===== config.mk =====
export PLATFORM = sky130hd
export DESIGN_NAME = pcie_us_cq_cc_reg_completer
export DESIGN_NICKNAME = d
export VERILOG_FILES = /design/src/rtl/pcie_us_cq_cc_reg_completer.sv
export SDC_FILE = /design/constraint.sdc
export NUM_CORES = 1
export LEC_CHECK = 0
export ABC_AREA = 1
export CAP_MARGIN = 20
export CELL_PAD_IN_SITES_DETAIL_PLACEMENT = 0
export CELL_PAD_IN_SITES_GLOBAL_PLACEMENT = 1
export CORE_MARGIN = 2
export CORE_UTILIZATION = 43
export DETAILED_ROUTE_END_ITERATION = 12
export PLACE_DENSITY = 0.86
export SLEW_MARGIN = 20
export SYNTH_ARGS = -nofsm -noshare
export SYNTH_HDL_FRONTEND = slang
export SYNTH_SLANG_ARGS = --single-unit

===== constraint.sdc =====
create_clock -name user_clk -period 3.32 [get_ports user_clk]
set_input_delay 0.664 -clock user_clk [delete_from_list [all_inputs] [get_ports user_clk]]
set_output_delay 0.664 -clock user_clk [all_outputs]
set_load 0.01 [all_outputs]

===== src/rtl/pcie_us_cq_cc_reg_completer.sv =====
// Single-DW BAR register completer for the UltraScale CQ/CC AXI-stream interfaces.
// Serves 1-DW memory reads/writes to a small register file; other non-posted requests get UR.
module pcie_us_cq_cc_reg_completer #(
  parameter int DATA_WIDTH     = 64,
  parameter int KEEP_WIDTH     = DATA_WIDTH/32,
  parameter int CQ_USER_WIDTH  = 85,
  parameter int CC_USER_WIDTH  = 33,
  parameter int REG_ADDR_WIDTH = 4
) (
  input  logic                     user_clk,
  input  logic                     user_reset_n,
  input  logic [DATA_WIDTH-1:0]    m_axis_cq_tdata,
  input  logic [KEEP_WIDTH-1:0]    m_axis_cq_tkeep,
  input  logic                     m_axis_cq_tlast,
  output logic                     m_axis_cq_tready,
  input  logic [CQ_USER_WIDTH-1:0] m_axis_cq_tuser,
  input  logic                     m_axis_cq_tvalid,
  output logic [DATA_WIDTH-1:0]    s_axis_cc_tdata,
  output logic [KEEP_WIDTH-1:0]    s_axis_cc_tkeep,
  output logic                     s_axis_cc_tlast,
  input  logic [3:0]               s_axis_cc_tready,
  output logic [CC_USER_WIDTH-1:0] s_axis_cc_tuser,
  output logic                     s_axis_cc_tvalid,
  output logic [15:0]              stat_ur_count
);
  localparam int NREG = 2**REG_ADDR_WIDTH;

  typedef enum logic [2:0] {IDLE, HDR1, WDATA, DROP, CPL0, CPL1} state_t;

  state_t      state;
  logic        cq_rdy;
  logic [61:0] addr_q;
  logic [3:0]  be_q;
  logic [15:0] rid_q;
  logic [7:0]  tag_q;
  logic [2:0]  tc_q, attr_q;
  logic        ur_q, drop_cpl;
  logic [31:0] regs [NREG];

  logic        beat;
  logic        cc_go;
  logic [10:0] h_cnt;
  logic [3:0]  h_type;
  logic [15:0] h_rid;
  logic        h_posted, h_sc_rd, h_wr;
  logic [15:0] ur_inc;
  logic [REG_ADDR_WIDTH-1:0] idx;

  assign beat     = m_axis_cq_tvalid && cq_rdy;
  assign cc_go    = s_axis_cc_tready[0];
  assign h_cnt    = m_axis_cq_tdata[10:0];
  assign h_type   = m_axis_cq_tdata[14:11];
  assign h_rid    = m_axis_cq_tdata[31:16];
  // Memory write and the three message types are the only posted requests.
  assign h_posted = h_type inside {4'b0001, 4'b1100, 4'b1101, 4'b1110};
  assign h_sc_rd  = (h_type == 4'b0000) && (h_cnt == 11'd1) && m_axis_cq_tlast;
  assign h_wr     = (h_type == 4'b0001) && (h_cnt == 11'd1) && !m_axis_cq_tlast;
  assign ur_inc   = (stat_ur_count == 16'hFFFF) ? stat_ur_count : stat_ur_count + 16'd1;
  assign idx      = addr_q[REG_ADDR_WIDTH-1:0];

  assign m_axis_cq_tready = cq_rdy;
  assign s_axis_cc_tuser  = '0;

  logic unused_ok;
  assign unused_ok = ^{m_axis_cq_tkeep, m_axis_cq_tuser[CQ_USER_WIDTH-1:4],
                       s_axis_cc_tready[3:1], addr_q[61:5]};

  // Completion descriptor DW1:DW0
  function automatic logic [63:0] cpl0_beat(input logic [4:0] a, input logic ur,
                                            input logic [15:0] rid);
    logic [31:0] dw0, dw1;
    dw0        = '0;
    dw0[6:0]   = {a, 2'b00};
    dw0[28:16] = ur ? 13'd0 : 13'd4;
    dw1        = '0;
    dw1[10:0]  = ur ? 11'd0 : 11'd1;
    dw1[13:11] = ur ? 3'b001 : 3'b000;
    dw1[31:16] = rid;
    return {dw1, dw0};
  endfunction

  always_ff @(posedge user_clk or negedge user_reset_n) begin
    if (!user_reset_n) begin
      state            <= IDLE;
      cq_rdy           <= 1'b0;
      addr_q           <= '0;
      be_q             <= '0;
      rid_q            <= '0;
      tag_q            <= '0;
      tc_q             <= '0;
      attr_q           <= '0;
      ur_q             <= 1'b0;
      drop_cpl         <= 1'b0;
      s_axis_cc_tdata  <= '0;
      s_axis_cc_tkeep  <= '0;
      s_axis_cc_tlast  <= 1'b0;
      s_axis_cc_tvalid <= 1'b0;
      stat_ur_count    <= '0;
      for (int i = 0; i < NREG; i++) regs[i] <= '0;
    end else begin
      case (state)
        IDLE: begin
          cq_rdy <= 1'b1;
          if (beat) begin
            addr_q <= m_axis_cq_tdata[63:2];
            be_q   <= m_axis_cq_tuser[3:0];
            state  <= HDR1;
          end
        end
        HDR1: if (beat) begin
          rid_q  <= h_rid;
          tag_q  <= m_axis_cq_tdata[39:32];
          tc_q   <= m_axis_cq_tdata[59:57];
          attr_q <= m_axis_cq_tdata[62:60];
          if (h_sc_rd) begin
            ur_q             <= 1'b0;
            s_axis_cc_tdata  <= cpl0_beat(addr_q[4:0], 1'b0, h_rid);
            s_axis_cc_tkeep  <= KEEP_WIDTH'(2'b11);
            s_axis_cc_tlast  <= 1'b0;
            s_axis_cc_tvalid <= 1'b1;
            cq_rdy           <= 1'b0;
            state            <= CPL0;
          end else if (h_wr) begin
            state <= WDATA;
          end else begin
            stat_ur_count <= ur_inc;
            drop_cpl      <= !h_posted;
            if (!h_posted) begin
              ur_q <= 1'b1;
              if (m_axis_cq_tlast) begin
                s_axis_cc_tdata  <= cpl0_beat(addr_q[4:0], 1'b1, h_rid);
                s_axis_cc_tkeep  <= KEEP_WIDTH'(2'b11);
                s_axis_cc_tlast  <= 1'b0;
                s_axis_cc_tvalid <= 1'b1;
                cq_rdy           <= 1'b0;
                state            <= CPL0;
              end else begin
                state <= DROP;
              end
            end else begin
              state <= m_axis_cq_tlast ? IDLE : DROP;
            end
          end
        end
        WDATA: if (beat) begin
          for (int b = 0; b < 4; b++)
            if (be_q[b]) regs[idx][8*b +: 8] <= m_axis_cq_tdata[8*b +: 8];
          drop_cpl <= 1'b0;
          state    <= m_axis_cq_tlast ? IDLE : DROP;
        end
        DROP: if (beat && m_axis_cq_tlast) begin
          if (drop_cpl) begin
            s_axis_cc_tdata  <= cpl0_beat(addr_q[4:0], 1'b1, rid_q);
            s_axis_cc_tkeep  <= KEEP_WIDTH'(2'b11);
            s_axis_cc_tlast  <= 1'b0;
            s_axis_cc_tvalid <= 1'b1;
            cq_rdy           <= 1'b0;
            state            <= CPL0;
          end else begin
            state <= IDLE;
          end
        end
        CPL0: if (cc_go) begin
          // DW3:DW2 -- completer ID left zero, data only on successful reads
          s_axis_cc_tdata  <= {(ur_q ? 32'h0 : regs[idx]),
                               1'b0, attr_q, tc_q, 1'b0, 16'h0000, tag_q};
          s_axis_cc_tkeep  <= ur_q ? KEEP_WIDTH'(2'b01) : KEEP_WIDTH'(2'b11);
          s_axis_cc_tlast  <= 1'b1;
          state            <= CPL1;
        end
        CPL1: if (cc_go) begin
          s_axis_cc_tvalid <= 1'b0;
          s_axis_cc_tlast  <= 1'b0;
          cq_rdy           <= 1'b1;
          state            <= IDLE;
        end
        default: state <= IDLE;
      endcase
    end
  end
endmodule


==> results of run 1 <==
[placed cells by master (no fill, tap or decap), types with 67 or more instances in the layout]
master,count
o21ai_0,302
clkdlybuf4s50_1,121
clkbuf_16,68
nand3_1,102
o21ai_1,275
inv_1,80
nand4_1,83
nand2_1,1750
dfrtp_1,622
buf_4,67
[critical path, stage by stage, from the launching register on]
cell     delay (ns)
dfrtp_2        0.46
inv_4          0.46
nand2_1        0.34
nor2_1         0.64
nand2_1        0.52
o21ai_0        0.33
[area by class of cell]
| type | count | area share, % |
|---|---|---|
| Clock buffer | 93 | 5.716 |
| Inverter | 95 | 1.085 |
| Multi-Input combinational cell | 2744 | 36.47 |
| Timing Repair Buffer | 201 | 5.907 |
| Antenna cell | 1 | 0.007506 |
| Sequential cell | 624 | 46.85 |
| Clock inverter | 17 | 0.6530 |
| Tap cell | 882 | 3.310 |
[where the power goes]
group | switching [mW] | leakage, nW | internal, mW
combinational | 0.340 | 7.06 | 0.104
clock | 3.07 | 1.04 | 4.31
sequential | 0 | 8.64 | 7.61
[logic make-up after synthesis]
| family | count (synthesis) | share of synthesized area, % |
|---|---|---|
| buffers and inverters | 359 | 6.741 |
| adders and majority gates | 1 | 0.04233 |
| AOI/OAI and AO/OA | 615 | 10.77 |
| and+or+nand+nor | 2065 | 29.21 |
| DFF | 624 | 52.84 |
| xor gates and xnor gates | 13 | 0.3853 |
| other | 1 | 0.01269 |
[state kept, by name (all words and copies together), names as in the netlist, 2 cells and up]
register and cells:
tc_q 3, rid_q 16, s_axis_cc_tdata 47, attr_q 3, stat_ur_count 16, be_q 4
tag_q 8, s_axis_cc_tkeep 2, regs 512, state 3, addr_q 5
[layer usage]
metal  vias to the layer above  GRT usage, %  part of all wire (%)
met4                         0         8.640                   3.5
met2                       595         38.03                    47
met5                         -             0                     0
met1                     11630         32.69                    45
met3                       161         3.484                   4.7
li1                      11794             -                     -
[through the flow]
stage | util [%] | hold slack (ns)
floorplan | - | 0.3684
global placement | 45.67 | 0.4486
detailed placement | 45.67 | 0.4555
CTS | 48.78 | 0.05145
global route | 48.78 | 0.06307
finish | 48.78 | 0.03330
[worst max path at each step]
stage                                    from          endpoint  cells past startpoint
after floorplan           m_axis_cq_tdata[12]  stat_ur_count[9]                      9
after global placement       m_axis_cq_tvalid          regs[70]                      8
after detailed placement     m_axis_cq_tvalid          regs[70]                      7
after CTS                           addr_q[1]          regs[70]                      5
after global routing                addr_q[1]          regs[65]                      5
final                               addr_q[1]          regs[70]                      5
==> metrics, run 1 <==
Residual DRC 0; cts hold-fix bufs 0; r2r setup slk 0.46 ns; overall power 15.43 mW; HP Class in2async; Routed WL 83,320 um; post-route non-filler standard cell count 4,657; # Post-CTS Setup Buffers 0; Pleak 16.74 nW; htree depth 3; Final min period 2.865 ns; sequential fraction of the synthesis area between 50% and 60%; pin count of the biggest net entering global routing 83; final instance area 0.03334 mm^2; 1st-iter DRT viols 2,230; max_slew headroom 40.04%; Gate Count Post-Synth 3,678; Final Hold Fails 0; max-slew violations 0; I/O pins approximately 280; Starting Density approximately 43%; synthesis warning total 0; Placed Cells 4,546; R2R Path End regs[70]; Layout Nets roughly 3,900; register area 0.01562 mm^2; Synth area leader dfrtp_1; Die X approximately 270 um; GR Util All Layers a little under a quarter; Post-synth top cells nand2_1 (1,750), dfrtp_1 (624), o21ai_0 (302), o21ai_1 (275), nand3_1 (102); Final Wtd Congestion between 0.8 and 0.9; setup violators final 0; Rows 96; number of synthesized register bits 624; area grow syn2layout 12.82%; post-route setup slack 0.4553 ns; CTS tree done; share of cells above drive strength 1 under 10%; Max Root-Sink Buffers 3; Die ar. 0.07084 mm^2; path depth of the worst reg2reg path 5; Clock Pin Slew Worst Setup and Hold Paths 0.06 ns; top cell type's share of synthesized area 52.84%; clk_lat worst skew 0.61 ns; Critical Path AT approximately 3.4 ns; Slew @ Worst Pin roughly 0.9 ns; Post-synth EDFFs 0; top cells by area, synth dfrtp_1 (53%), nand2_1 (22%), o21ai_0 (5.1%); pwr dens 462.9 mW/mm^2; count leader, synth nand2_1; CTS root buffer clkbuf_16; Mean Syn Cell Area 8.034 um^2; Final Cycle Share 86.29%; initial antenna violation count 1; vias 24,180; Peak Freq 349.1 MHz; Required @ worst endpoint 3.83 ns; library cells used by synthesis 36; Clock Sinks roughly 620; Num CTS Buffers 67; DP Worst Slack 0.4381 ns; post-CTS resize count 0; highest ir drop seen on vdd around 0.00037 V; Port Buffers 122; Worst setup EP type register; vias in the first global route between 20,000 and 25,000; asr flop ratio synth 100.0%; TritonRoute pass-1 iters 5; Synth Flop Type dfrtp_1; total negative slack 0 ns; Core ar. between 0.06 and 0.07 mm^2; GRT Residual Overflow 0; ANT nets after route 0; Crit Path Max Fanout 38; Wirelength per Cell ~18 um; number of fill cells 6,627; unrepaired setup endpoints after global routing false; first-pass GRT wire length 131,900 um; die height 266.2 um; Critical R2R Launch addr_q[1]; dpl hpwl between 50,000 and 60,000 um; Setup crit start kind register; multi-input logic area 0.01216 mm^2; worst-case clock skew 0.01761 ns; Vias/cell 5.192; max_cap viols 0; status finished clean; placed inst area 0.03121 mm^2; Crit Path Class reg2reg; cell area after synthesis 0.02955 mm^2
Note: power is estimated with default switching activity, not from simulation.
==> run 2: changes to the inputs <==
- CORE_MARGIN: 2 -> default
- CORE_UTILIZATION: 43 -> 47
- PLACE_DENSITY: 0.86 -> 0.92
==> run 2 against run 1 <==
  * Sequential power hardly changed
  * Via count rose by 0.55%
  * Sequential cell count stayed put
  * Global-route usage increased by 2.4 points
  * Design area barely moved
  * Combinational power about the same
  * Count of clock-buffer cells in the layout grew 10
  * Critical endpoint is now regs[65]
  * First-iteration DRC count increased by 2.0%
  * Critical path depth is 1 higher
  * Core utilization increased by 5.0 points
  * Clock power grew 2%
==> metrics, run 2 (synthesis gave the netlist of run 1 again) <==
Num CTS Buffers 66 (-1.5%); Layout Nets 3,881 (-0.31%); Pleak 16.74 nW (about the same); Max Root-Sink Buffers 3 (unchanged); Hold Slack 0.07509 ns (+0.04179 ns); worst path bufs/invs 1 (unchanged); Critical Path AT 3.24 ns (-0.13 ns); initial antenna violation count 1 (unchanged); Vias/cell 5.277 (+1.6%); CP max-delay cell nor2_1; clk_lat worst skew 0.61 ns (about the same); Final Wtd Congestion 0.8699 (+4.8%); max_cap viols 0 (unchanged); area grow syn2layout 12.71% (about the same); Residual DRC 0 (unchanged); first-pass GRT wire length 130,100 um (-1.4%); vias in the first global route 22,985 (+0.54%); Crit Path Class reg2reg; ANT nets after route 0 (unchanged); Final Hold Fails 0 (unchanged); highest ir drop seen on vdd 0.0006605 V (+81%); total negative slack 0 ns (unchanged); Worst setup EP type register; dpl hpwl 50,970 um (-4.1%); Setup crit start kind register; worst-case clock skew 0.02234 ns (+0.004732 ns); Port Buffers 122 (unchanged); number of fill cells 5,921 (-11%); setup violators final 0 (unchanged); TritonRoute pass-1 iters 5 (unchanged); Rows 91 (-5.2%); # Post-CTS Setup Buffers 0 (unchanged); CTS tree done; Routed WL 81,800 um (-1.8%); Final min period 2.780 ns (-0.08465 ns); status finished clean; Clock Sinks 624 (unchanged); CTS root buffer clkbuf_16; Die ar. 0.06388 mm^2 (-9.8%); die height 252.7 um (-5.0%); Wirelength per Cell 17.76 um (-0.76%); register area 0.01562 mm^2 (unchanged); crit path cell chain inv_4 -> nand2_1 -> nor2_1 -> nand2_1 -> nand2_1 -> o21ai_0; commonest non-fill, non-tap cell in the layout nand2_1; vias 24,312 (+0.55%); most frequent cells in the layout nand2_1 (1,750), dfrtp_1 (622), o21ai_0 (302); share of cells above drive strength 1 7.562% (-0.20 points); Biggest register regs; HP Class in2async; htree depth 3 (unchanged); Die X 252.7 um (-5.0%); unrepaired setup endpoints after global routing false; Required @ worst endpoint 3.78 ns (-0.05 ns); max FFs per register 512 (unchanged); Starting Density 47.71% (+4.5 points); 1st-iter DRT viols 2,275 (+2.0%); pwr dens 468.4 mW/mm^2 (+1.2%); max_slew headroom 41.79% (+1.8 points); pin count of the biggest net entering global routing 129 (+55%); Final Cycle Share 83.74% (-2.5 points); Peak Freq 359.7 MHz (+3.0%); Clock Pin Slew Worst Setup and Hold Paths 0.06 ns (about the same); Worst path most repeated cell nand2_1; cts hold-fix bufs 0 (unchanged); GR Util All Layers 26.07% (+2.4 points); delay-heaviest family, CP simple AND/OR/NAND/NOR gates; Core ar. 0.06194 mm^2 (-9.4%); Crit Path Max Fanout 46 (+21%); I/O pins 277 (unchanged); post-CTS resize count 0 (unchanged); max-slew violations 0 (unchanged); Largest regs regs x512, s_axis_cc_tdata x47; GRT Residual Overflow 0 (unchanged); Slew @ Worst Pin 0.8721 ns (-0.02732 ns); multi-input logic area 0.01215 mm^2 (about the same); CP max stage delay 0.55 ns (-0.09 ns)
-- run 2: changes by cell type in the layout (fill, tap and decap cells not counted), sizes merged --
| cell | before | now |
|---|---|---|
| buf | 80 | 69 |
| clkbuf | 93 | 103 |
| inv | 100 | 97 |
| clkinv | 7 | 6 |
-- run 2: area by class of cell --
cell class | instances | area share (%)
sequential | 624 | 46.90
multi-input combinational | 2744 | 36.49
clock buffer | 103 | 6.078
timing repair buffer | 190 | 5.777
tap | 837 | 3.144
inverter | 95 | 1.086
clock inverter | 13 | 0.5259
antenna | 1 | 0.007513
-- run 2: per-stage QoR --
stage	total power [mW]	worst slack, ns	util, %	cells	area [um^2]
floorplan	7.911	1.408	-	3727	29730
global placement	8.196	0.4982	50.22	4490	31110
detailed placement	8.196	0.4528	50.22	4490	31110
CTS	15.71	0.6032	53.77	4606	33310
global route	16.04	0.3557	53.78	4607	33310
finish	15.60	0.5399	53.78	4607	33310
-- run 2: routing by layer --
metal,wire length (um),track usage (%),vias up,share of wire (%)
met1,36220,35.87,11730,44
met5,0,0,-,0
met2,38570,41.87,654,47
li1,-,-,11786,-
met4,2480,9.160,0,3.0
met3,4535,4.037,142,5.5
-- run 2: path summary, 6_finish.rpt --
check | from | end | slack (ns) | cells after the start
max in group asynchronous | user_reset_n | regs[204] | 2.37 | 2
min in group user_clk | tag_q[6] | tag_q[6] | 0.47 | 2
worst max register to register | addr_q[1] | regs[65] | 0.54 | 6
worst max-delay path | addr_q[1] | regs[65] | 0.54 | 6
worst min-delay path | user_reset_n | regs[85] | 0.08 | 1
worst min register to register | tag_q[6] | tag_q[6] | 0.47 | 2
-- run 2: power by group --
group          internal [mW]  switching [mW]
Sequential              7.60               0
Combinational          0.109           0.335
Clock                   4.50            3.06
==> run 3: changes to the inputs <==
- CORE_UTILIZATION: 47 -> 39
- PLACE_DENSITY: 0.92 -> 0.82
- clock period: 3.32 -> 2.3 ns (I/O delays scaled with it)
==> run 3 against run 2 <==
  * Non-clock buffer count is 97 higher
  * Design area rose by 3.9%
  * Count of clock-buffer cells in the layout decreased by 2
  * Die area up 20%
  * Maximum frequency is 26% higher
  * Sequential share of layout area fell by 1.8 points
  * Power increased by 46%
  * Final cell count up 5.1%
  * Highest routed layer unchanged
==> metrics, run 3 (synthesis gave the netlist of run 1 again) <==
multi-input logic area 0.01215 mm^2 (unchanged); Die ar. 0.07688 mm^2 (+20%); Clock Pin Slew Worst Setup and Hold Paths 0.06 ns (about the same); Vias/cell 5.052 (-4.3%); status finished clean; commonest non-fill, non-tap cell in the layout nand2_1; initial antenna violation count 0 (-1); Placed Cells 4,718 (+5.1%); Routed WL 84,330 um (+3.1%); post-CTS resize count 0 (unchanged); Pleak 17.37 nW (+3.7%); Rows 100 (+9.9%); pwr dens 660.2 mW/mm^2 (+41%); internal power 17.77 mW (+46%); vias 24,458 (+0.60%); final design utilization 46.34% (-7.4 points); CTS root buffer clkbuf_16; vias in the first global route 23,284 (+1.3%); Final Wtd Congestion 0.8513 (-2.1%); Die X 277.3 um (+9.7%); overall power 22.85 mW (+46%); delay-heaviest family, CP simple AND/OR/NAND/NOR gates; Clock Sinks 624 (unchanged); unrepaired setup endpoints after global routing false; Slew @ Worst Pin 0.5610 ns (-0.3111 ns); Hold Slack 0.3605 ns (+0.2854 ns); setup violators final 0 (unchanged); Flop pwr share 48.0% (-0.7 points); worst path bufs/invs 2 (+1); combinational power share 3.0% (+0.2 points); max_slew headroom 62.56% (+21 points); Crit Path Max Fanout 17 (-63%); max-slew violations 0 (unchanged); Max Root-Sink Buffers 3 (unchanged); crit path cell chain inv_4 -> nand2_1 -> nor2_2 -> buf_4 -> nand2_4 -> nand2_1 -> o21ai_1; area grow syn2layout 17.12%; worst-case clock skew 0.02447 ns (+0.002134 ns); Setup crit start kind register; dpl hpwl 54,670 um (+7.3%); CTS tree done; htree depth 3 (unchanged); die height 277.3 um (+9.7%); CP max-delay cell dfrtp_2; ANT nets after route 0 (unchanged); final instance area 0.03461 mm^2 (+3.9%); r2r setup slk 0.09 ns (-0.45 ns); Residual DRC 0 (unchanged); most frequent cells in the layout nand2_1 (1,750), dfrtp_1 (622), o21ai_0 (302); TritonRoute pass-1 iters 5 (unchanged); clk_lat worst skew 0.62 ns (about the same); ant diodes 0 (-1); Clock power frac 48.9% (+0.5 points); post-route setup slack 0.09236 ns (-0.4475 ns); Layout Nets 3,979 (+2.5%); Largest regs regs x512, s_axis_cc_tdata x47; Final min period 2.208 ns (-0.5725 ns); Core ar. 0.07470 mm^2 (+21%); HP Class in2async; Wirelength per Cell 17.42 um (-1.9%); Critical Path AT 2.69 ns (-0.55 ns); Net Sw Power 5.078 mW (+50%); Final Hold Fails 0 (unchanged); Port Buffers 122 (unchanged); GRT Residual Overflow 0 (unchanged); post-route non-filler standard cell count 4,841 (+5.1%); Crit Path Class reg2reg; Biggest register regs; Starting Density 39.56% (-8.1 points); Switching Fraction 22.22% (+0.49 points); Crit. Startpoint addr_q[1]; max FFs per register 512 (unchanged); share of cells above drive strength 1 9.892% (+2.3 points); pin count of the biggest net entering global routing 61 (-53%); 1st-iter DRT viols 2,052 (-9.8%); Worst setup EP type register; Final Cycle Share 95.98% (+12 points); Peak Freq 453.0 MHz (+26%); GR Util All Layers 22.26% (-3.8 points); CP max stage delay 0.49 ns (-0.06 ns); highest ir drop seen on vdd 0.0005760 V (-13%); max_cap viols 0 (unchanged); first-pass GRT wire length 135,300 um (+4.0%); Num CTS Buffers 67 (+1.5%); I/O pins 277 (unchanged); placed inst area 0.03234 mm^2 (+4.0%); number of fill cells 7,410 (+25%); DP Worst Slack -0.1581 ns (-0.6110 ns); Critical R2R Launch addr_q[1]; register area 0.01562 mm^2 (unchanged); Worst path most repeated cell nand2_1; total negative slack 0 ns (unchanged); Required @ worst endpoint 2.78 ns (-1.00 ns)
-- run 3: worst register-to-register path: stages (launching register included) --
cell and delay [ns]:
dfrtp_2 0.49, inv_4 0.30, nand2_1 0.28, nor2_2 0.42, buf_4 0.23, nand2_4 0.16, nand2_1 0.12, o21ai_1 0.07
-- run 3: layout make-up --
type                            instances  share of cell area, %
Clock inverter                         21                 0.8712
Tap cell                              969                  3.503
Clock buffer                          101                  5.654
Sequential cell                       624                  45.13
Timing Repair Buffer                  287                  8.683
Inverter                               95                  1.045
Multi-Input combinational cell       2744                  35.11
-- run 3: routing by layer --
metal  global-route usage, %  up-vias  part of all wire (%)
met3                   2.948      124                   4.1
met1                   30.86    11822                    46
met4                   5.912        0                   2.3
met2                   36.62      507                    48
met5                       0        -                     0
li1                        -    12005                     -
-- run 3: power groups by stage --
| stage | clock [mW] | combinational [mW] | sequential [mW] |
|---|---|---|---|
| 3_3_place_gp | 0 | 0.711 | 11.2 |
| 5_1_grt | 11.8 | 0.774 | 11.0 |
| 4_1_cts | 11.4 | 0.713 | 11.0 |
| 3_5_place_dp | 0 | 0.711 | 11.2 |
| 2_1_floorplan | 0 | 0.237 | 11.2 |
| 6_report | 11.2 | 0.696 | 11.0 |
-- run 3: path summary, 6_finish.rpt --
path                                  end  cells after the start
worst min-delay path             regs[87]                      2
min in group user_clk            tag_q[0]                      3
worst max-delay path            regs[463]                      7
worst min register to register    tc_q[2]                      2
worst max register to register  regs[463]                      7
max in group asynchronous       regs[143]                      4
-- run 3: what timing repair did --
action                                 in CTS  in global routing
endpoints found under the hold margin      24                  0
setup buffers                               0                  0
hold buffers                                1                  0
